`src/rtl/echo_mem_pkg.sv`:
```
// echo_mem_pkg: shared codes for the load/store unit and dmem.
package echo_mem_pkg;
    localparam logic [1:0] SIZE_8  = 2'b00;
    localparam logic [1:0] SIZE_16 = 2'b01;
    localparam logic [1:0] SIZE_32 = 2'b10;
    localparam logic [2:0] F3_LB  = 3'b000;
    localparam logic [2:0] F3_LH  = 3'b001;
    localparam logic [2:0] F3_LW  = 3'b010;
    localparam logic [2:0] F3_LBU = 3'b100;
    localparam logic [2:0] F3_LHU = 3'b101;
    localparam logic [2:0] F3_SB  = 3'b000;
    localparam logic [2:0] F3_SH  = 3'b001;
    localparam logic [2:0] F3_SW  = 3'b010;
    localparam logic [1:0] ERR_OK    = 2'b00;
    localparam logic [1:0] ERR_MISAL = 2'b01;
    localparam logic [1:0] ERR_F3    = 2'b10;
    localparam logic [1:0] ERR_RANGE = 2'b11;
    typedef enum logic [1:0] {IDLE, ACCESS, RESP} state_t;
endpackage

```
`src/rtl/lsu_load_ext.sv`:
```
// lsu_load_ext: RV32 load sign/zero extension of raw dmem read data.
module lsu_load_ext
    import echo_mem_pkg::*;
#(
    parameter int XLEN = 32
) (
    input  logic [2:0]      funct3,
    input  logic [XLEN-1:0] raw,
    output logic [XLEN-1:0] data
);
    always_comb
        data = funct3 == F3_LB  ? {{(XLEN-8){raw[7]}}, raw[7:0]} :
               funct3 == F3_LBU ? {{(XLEN-8){1'b0}}, raw[7:0]} :
               funct3 == F3_LH  ? {{(XLEN-16){raw[15]}}, raw[15:0]} :
               funct3 == F3_LHU ? {{(XLEN-16){1'b0}}, raw[15:0]} : raw;
endmodule

```
`src/rtl/lsu.sv`:
```
// lsu: load/store unit; validates requests, drives dmem pins, returns extended load data.
module lsu
    import echo_mem_pkg::*;
#(
    parameter int XLEN       = 32,
    parameter int DMEM_BYTES = 2048
) (
    input  logic            clk,
    input  logic            rst_n,
    input  logic            req_valid,
    output logic            req_ready,
    input  logic            req_write,
    input  logic [2:0]      req_funct3,
    input  logic [XLEN-1:0] req_addr,
    input  logic [XLEN-1:0] req_wdata,
    output logic            rsp_valid,
    input  logic            rsp_ready,
    output logic [XLEN-1:0] rsp_rdata,
    output logic [1:0]      rsp_err,
    output logic            mem_en,
    output logic            mem_write,
    output logic [1:0]      mem_size,
    output logic [XLEN-1:0] mem_addr,
    output logic [XLEN-1:0] mem_wdata,
    input  logic [XLEN-1:0] mem_rdata
);
    state_t          state, state_nx;
    logic [2:0]      f3_q;
    logic            wr_q;
    logic [1:0]      err_q, err;
    logic            illegal, misal, rng_err;
    logic [XLEN:0]   end_addr;
    logic [XLEN-1:0] ext;

    lsu_load_ext #(.XLEN(XLEN)) u_ext (.funct3(f3_q), .raw(mem_rdata), .data(ext));

    assign req_ready = state == IDLE;

    // Loads always fetch a full word from dmem, so their range check uses 4 bytes.
    always_comb begin
        illegal  = req_write ? !(req_funct3 inside {F3_SB, F3_SH, F3_SW})
                             : !(req_funct3 inside {F3_LB, F3_LH, F3_LW, F3_LBU, F3_LHU});
        misal    = (req_funct3[1:0] == SIZE_16 && req_addr[0]) ||
                   (req_funct3[1:0] == SIZE_32 && req_addr[1:0] != 2'b00);
        end_addr = {1'b0, req_addr} + (req_write ? (XLEN+1)'(1) << req_funct3[1:0] : (XLEN+1)'(4));
        rng_err  = end_addr > (XLEN+1)'(DMEM_BYTES);
        err      = illegal ? ERR_F3 : misal ? ERR_MISAL : rng_err ? ERR_RANGE : ERR_OK;
        state_nx = state == IDLE   ? (req_valid ? ACCESS : IDLE) :
                   state == ACCESS ? RESP : (rsp_ready ? IDLE : RESP);
    end

    always_ff @(posedge clk or negedge rst_n)
        if (!rst_n) state <= IDLE;
        else state <= state_nx;

    // Errors also spend the ACCESS cycle (with dmem idle) so every response has equal latency.
    always_ff @(posedge clk or negedge rst_n) begin
        if (!rst_n) begin
            f3_q      <= '0;
            wr_q      <= 1'b0;
            err_q     <= ERR_OK;
            rsp_valid <= 1'b0;
            rsp_rdata <= '0;
            rsp_err   <= ERR_OK;
            mem_en    <= 1'b0;
            mem_write <= 1'b0;
            mem_size  <= SIZE_8;
            mem_addr  <= '0;
            mem_wdata <= '0;
        end else if (state == IDLE && req_valid) begin
            f3_q  <= req_funct3;
            wr_q  <= req_write;
            err_q <= err;
            if (err == ERR_OK) begin
                mem_en    <= 1'b1;
                mem_write <= req_write;
                mem_size  <= req_funct3[1:0];
                mem_addr  <= req_addr;
                mem_wdata <= req_wdata;
            end
        end else if (state == ACCESS) begin
            mem_en    <= 1'b0;
            mem_write <= 1'b0;
            rsp_valid <= 1'b1;
            rsp_err   <= err_q;
            rsp_rdata <= (wr_q || err_q != ERR_OK) ? '0 : ext;
        end else if (state == RESP && rsp_ready) begin
            rsp_valid <= 1'b0;
        end
    end
endmodule

```
`config.mk`:
```
export PLATFORM = sky130hd
export DESIGN_NAME = lsu
export DESIGN_NICKNAME = d
export VERILOG_FILES = /design/src/rtl/echo_mem_pkg.sv /design/src/rtl/lsu_load_ext.sv /design/src/rtl/lsu.sv
export SDC_FILE = /design/constraint.sdc
export NUM_CORES = 1
export LEC_CHECK = 0
export ABC_AREA = 1
export BUFFER_PORTS_ARGS = -buffer_cell sky130_fd_sc_hd__buf_2
export CAP_MARGIN = 20
export CORE_ASPECT_RATIO = 0.5
export CORE_UTILIZATION = 50
export DETAILED_ROUTE_END_ITERATION = 12
export PLACE_DENSITY = 0.8
export SYNTH_ARGS = -nofsm -noshare
export SYNTH_HDL_FRONTEND = slang
export SYNTH_HIERARCHICAL = 1
export SYNTH_SLANG_ARGS = --single-unit
```
`constraint.sdc`:
```
create_clock -name clk -period 1.8 [get_ports clk]
set_input_delay 0.18 -clock clk [delete_from_list [all_inputs] [get_ports clk]]
set_output_delay 0.18 -clock clk [all_outputs]
set_load 0.005 [all_outputs]
```
# Word level (Yosys, flattened, before mapping)

Index checks and enable logic that the tools add are counted.

Add/sub/neg operators: 1
Magnitude comparators: 1
Eq/ne operators: 12
Shift-type cells: 1
Mux-type cells: 21
Bitwise gates (word level): 1
Reduce and logical (&&, ||, !) cells: 22

Operators by type and width:

| operator                                                                          | number |
|---|---|
| 32-bit 2-to-1 mux                                                                 | 5 |
| 32-bit by 33-bit adder with 33-bit output                                         | 1 |
| 33-bit by 12-bit greater-than comparator with 1-bit output, second input constant | 1 |
| 33-bit 2-to-1 mux                                                                 | 1 |
| 1-bit by 2-bit left shift with 33-bit output, first input constant                | 1 |
| 3-bit == test, second input constant                                              | 4 |
| 2-bit 2-to-1 mux                                                                  | 6 |
| 1-bit 2-to-1 mux                                                                  | 9 |
| 2-bit AND reduction                                                               | 4 |
| 2-bit nonzero test                                                                | 4 |
| 3-bit by 1-bit == test with 1-bit output, second input constant                   | 2 |
| 3-bit logical NOT                                                                 | 2 |
| 5-bit nonzero test                                                                | 1 |
| 2-bit by 1-bit == test with 1-bit output, second input constant                   | 2 |
| 2-bit == test, second input constant                                              | 2 |
| 1-bit logical AND                                                                 | 4 |
| 2-bit logical NOT                                                                 | 2 |
| 3-bit by 2-bit == test with 1-bit output, second input constant                   | 1 |
| 3-bit nonzero test                                                                | 1 |
| 1-bit logical NOT                                                                 | 2 |
| 1-bit logical OR                                                                  | 2 |
| 2-bit by 1-bit inequality test with 1-bit output, second input constant           | 1 |
| 1-bit NOT                                                                         | 1 |

Register bits: 111
Word-level logic and storage cells: 71

# Logic depth before layout (Yosys ltp)

Word-level depth: 10
Gate-level depth with buffers: 21
Depth with buffers taken out: 20

# Cells and area by module

The synthesis kept the hierarchy.

Modules (own cells, without submodules):

| module       | instances | cells each | area an instance (µm²) | sequential area each (µm²) |
|---|---|---|---|---|
| lsu          | 1         | 714        | 5464.0                 | 2777.7 |
| lsu_load_ext | 1         | 71         | 407.9                  | 0.0 |

# Worst setup path before layout

Ideal clock, no wire load.

Path type: input to register
From: input port req_funct3[0]
To: register mem_addr[0]
Library setup time: 130 ps
Arrival time: 2406 ps
Data required time: 1670 ps
Setup slack: -737 ps
Stages: 18
Path buffers: 2
Path through: inv_1 -> nor3_1 -> fa_1 -> or2_2 -> a21oi_1 -> nand2_1 -> inv_1 -> nand3_1 -> nor2_1 -> nand3_1 -> nand2_1 -> nand2_1 -> nor2_4 -> nand4_4 -> buf_6 -> buf_6 -> nand2_1 -> o21ai_1

Longest elaborated chain between the ends: 9
Elaborated cells on any way between the ends: 24
Classes of those cells: add/sub: 1; order compare: 1; eq/ne: 6; shift: 1; mux: 5; reduce/logical: 10

RTL lines:

| element                                                    | RTL line  | text |
|---|---|---|
| start, declared                                            | lsu.sv:13 | `input logic [2:0] req_funct3,` |
| 1-bit by 2-bit left shift with 33-bit output               | lsu.sv:45 | `end_addr = {1'b0, req_addr} + (req_write ? (XLEN+1)'(1) << req_funct3[1:0] : (XLEN+1)'(4));` |
| 33-bit 2-to-1 mux                                          | lsu.sv:45 |  |
| 32-bit by 33-bit adder with 33-bit output                  | lsu.sv:45 |  |
| 33-bit by 12-bit greater-than comparator with 1-bit output | lsu.sv:46 | `rng_err = end_addr > (XLEN+1)'(DMEM_BYTES);` |
| 2-bit 2-to-1 mux (2 in a row)                              | lsu.sv:47 | `err = illegal ? ERR_F3 : misal ? ERR_MISAL : rng_err ? ERR_RANGE : ERR_OK;` |
| 2-bit 2-to-1 mux *                                         | lsu.sv:47 |  |
| 2-bit logical NOT *                                        | lsu.sv:74 | `if (err == ERR_OK) begin` |
| 2-bit AND reduction (no source line) *                     | --        |  |
| end signal, assigned                                       | lsu.sv:78 | `mem_addr <= req_addr;` |
| end, declared                                              | lsu.sv:23 | `output logic [XLEN-1:0] mem_addr,` |

Mark *: on every way between the ends. The rest lies on a longest branch, timed or not.
A chain may end at the register's enable or synchronous reset.

# Worst setup path after layout

From: input port req_write
To: register mem_addr[4]

Longest elaborated chain between the ends: 8
Elaborated cells on any way between the ends: 9
Classes of those cells: add/sub: 1; order compare: 1; mux: 5; reduce/logical: 2

RTL lines:

| element                                                    | RTL line  | text |
|---|---|---|
| start, declared                                            | lsu.sv:12 | `input logic req_write,` |
| 33-bit 2-to-1 mux                                          | lsu.sv:45 |  |
| 32-bit by 33-bit adder with 33-bit output                  | lsu.sv:45 |  |
| 33-bit by 12-bit greater-than comparator with 1-bit output | lsu.sv:46 |  |
| 2-bit 2-to-1 mux (2 in a row)                              | lsu.sv:47 |  |
| 2-bit 2-to-1 mux *                                         | lsu.sv:47 |  |
| 2-bit logical NOT *                                        | lsu.sv:74 |  |
| 2-bit AND reduction (no source line) *                     | --        |  |

Marked as above.

==> summary.txt <==
STA
  • RSZ-0062 raised after global routing: yes
  • Clk_skew: 0.008979 ns
  • Final Max Tran Viols: 0
  • Measured slew at the worst slew-check pin: about 0.55 ns
  • Final hold vios: 0
  • Period minus WS final: 2.647 ns
  • # setup viols final: 70
  • Final period util: 147.0%
  • Setup ws final: -0.8467 ns
  • Max transition margin: 63.27%
  • Peak Freq: 377.8 MHz

Synthesis
  • Async set-reset flop share out of synthesis: 100.0%
  • Top_reg_cell synth: dfrtp_1
  • Syn_nets: 894
  • Sequential-to-total area share from yosys stat: 47.30%
  • Mapped Cells: 785
  • Mapped Avg Cell Area: 7.480 um2
  • Distinct cells, synth: 33
  • Synth Cell Area: 5872 um2
  • Post-synth top area share: between 40% and 50%
  • Number of synthesized flops with an enable pin: 0
  • Synth area leaders: dfrtp_1 47%, nand2_1 16%, inv_1 8.4%
  • Synth Warn #: 6
  • Synth Register Bits: 111
  • Largest area contributor in the netlist: dfrtp_1

Global route
  • Pin count of the biggest net entering global routing: 42
  • First-pass GRT wire length: 28130 um
  • GR Overflow Total: 0
  • Tot GR Track Use: 29.44%
  • Initial antenna violation count: 0
  • Number of global-route vias before repair: 5880

Power
  • Pwr dens: 784.9 nW/um2
  • Sequential Power Share: 44.2%
  • Net Sw Frac: 34.01%
  • NetSw: around 2.3 mW
  • Maximum VDD drop: just under 0.7 mV
  • Tot Pwr: 6.758 mW
  • Clk pwr share: about 28%
  • Logic gate share of total power: a little over a quarter
  • LEAKAGE: 5.022 nW
  • Pint: between 4 and 5 mW

Final layout
  • Share of cells above drive strength 1: 42.43%
  • Final instance area: 8610 um2
  • Cell Count, Final, Fillers Out: 1236
  • Area Overhead vs Synth: 46.62%
  • Total Nets Final: 1182
  • Antenna Cells: 0
  • Filler cells: 767

Die
  • DIE WIDTH: 155.3 um
  • Die Area: 12210 um2
  • CORE AREA: between 10000 and 15000 um2
  • Initial Util: 52.35%
  • Die height: 78.63 um
  • IO Count: 208
  • Cell row count: 27

Status
  • Failing checks: negative setup slack
  • Status: finished with violations

Clocking
  • H-tree depth: 3
  • CTS tree: built
  • Reg clk slew, reported paths: 0.08 ns
  • Clock root cell: clkbuf_16
  • Worst-Skew Late Latency: 0.35 ns
  • Clock Path Buffers: 2
  • CTS Buf Count: 9
  • Clock Sinks: 111

Placed design
  • I/O Buffers: 207
  • DP Area: 7559 um2
  • Placed Cells: roughly 1200
  • Final estimated routing congestion in global placement: 0.9902
  • Hpwl dp: 12230 um

Route
  • Via count: 6572
  • Post-Route WL: between 20000 and 25000 um
  • DR WL/cell: 17.23 um
  • Drc violations: 0
  • Initial DRC count: ~700
  • DR vias/cell: 5.317
  • Routed Antenna Nets: 0
  • DR pass1 iterations: 5

Setup path
  • Worst path arrival time: 2.90 ns
  • CP Data Required Time: 2.05 ns
  • CP endpoint kind: flip-flop
  • Critical Path Fanout Max: 10
  • CP startpoint kind: input port
  • CP Class: in -> reg

Worst hold path
  • Worst hold path type: in -> reg

Job
  • Max Cap Viol: 0
[Yosys cell counts, types with 2 or more instances]
cell,number
clkbuf_1,10
buf_2,4
nand3b_1,4
xor2_1,2
ha_1,4
inv_1,132
buf_6,12
nand2_2,3
o21ai_1,41
a21oi_1,4
or2_2,4
nand2_4,2
nand2_1,250
nand3_1,48
o21bai_1,2
o21ai_0,57
nor3_1,6
xnor2_1,3
nor2_1,48
nor2_2,5
inv_2,4
nand4_1,7
dfrtp_1,111
nor2_4,6
buf_4,8
[metal layers]
layer | vias to the layer above | GRT usage (%) | share of wire (%)
li1 | 2988 | - | -
met1 | 3064 | 34.91 | 38
met2 | 403 | 52.16 | 48
met3 | 117 | 5.025 | 7.6
met4 | 0 | 15.00 | 6.0
met5 | - | 0 | 0
[worst max-delay path, stage by stage]
cell	delay (ns)
buf_12	0.10
inv_12	0.04
nor3_4	0.21
ha_4	0.18
buf_4	0.10
buf_4	0.09
nand2_1	0.05
nand2_1	0.15
nand3_2	0.14
nand2_2	0.16
buf_4	0.14
nand2_1	0.04
nand2_1	0.05
nand2_1	0.05
nor2_1	0.10
nand3_1	0.09
nand2_1	0.09
nand2_2	0.07
nor2_4	0.14
nand4_4	0.12
buf_12	0.21
clkbuf_16	0.17
o21ai_1	0.19
[registers in the layout, indices dropped and copies added, names as in the netlist]
| name | flops |
|---|---|
| rsp_valid | 1 |
| mem_wdata | 32 |
| rsp_rdata | 32 |
| rsp_err | 2 |
| mem_en | 1 |
| f3_q | 3 |
| wr_q | 1 |
| err_q | 2 |
| mem_write | 1 |
| mem_size | 2 |
| mem_addr | 32 |
| state | 2 |
[path summary, 6_finish.rpt]
check	start	to	slack, ns	depth (start not counted)
max in group asynchronous	rst_n	rsp_rdata[6]	0.84	3
setup reg to reg	state[0]	mem_addr[4]	-0.29	7
min in group asynchronous	rst_n	mem_wdata[11]	0.35	2
setup / recovery	req_write	mem_addr[4]	-0.85	23
hold / removal	rsp_ready	state[1]	0.05	2
hold reg to reg	mem_addr[17]	mem_addr[17]	0.47	2
[cell usage in the layout, fill, tap and decap left out, types with 26 or more instances in the layout]
master	instances
nand3_1	44
buf_2	203
nor2_1	47
nand2_2	44
buf_4	87
inv_1	118
o21ai_0	49
nand2_1	191
dfrtp_1	111
o21ai_1	26
[logic make-up after synthesis]
kind of cell,after synthesis,share of synthesized area (%)
flip-flops,111,47.30
buffers and inverters,171,13.06
adder cells (fa/ha/maj),5,1.193
XOR/XNOR,5,0.7459
AO/OA/AOI/OAI,107,9.312
AND/OR/NAND/NOR,386,28.38
[through the flow]
step,util [%],setup WS [ns],setup TNS [ns],hold slack (ns)
floorplan,-,-0.6825,-44.45,-0.1156
global route,76.76,-0.9794,-59.32,0.03986
finish,76.76,-0.8467,-52.97,0.04562
CTS,72.11,-0.6281,-40.85,0.02462
detailed placement,67.39,-1.115,-74.08,0.2034
global placement,67.39,-1.012,-68.30,0.1931
[layout make-up]
class | instances | area (um2) | share of cell area [%]
sequential | 111 | 2778 | 32.26
multi-input combinational | 503 | 2730 | 31.71
timing repair buffer | 311 | 2103 | 24.43
inverter | 137 | 526.8 | 6.118
clock buffer | 11 | 242.7 | 2.819
tap | 159 | 198.9 | 2.311
clock inverter | 4 | 30.03 | 0.3488
[timing repair]
action | CTS | global route
setup endpoints to repair | 70 | 70
pin swaps | 9 | 10
cloned | 4 | 5
setup buffers | 5 | 4
resized for setup | 36 | 120
hold buffers | 1 | 0
endpoints found under the hold margin | 36 | 0
[power groups by stage]
stage               Combinational, mW  Clock [mW]  Sequential (mW)
finish                           1.85        1.92             2.99
global route                     2.07        2.02             3.01
floorplan                        1.09           0             2.94
CTS                              1.70        1.90             2.96
global placement                 1.63           0             2.99
detailed placement               1.68           0             3.00
Power figures use the tool's default switching activity.
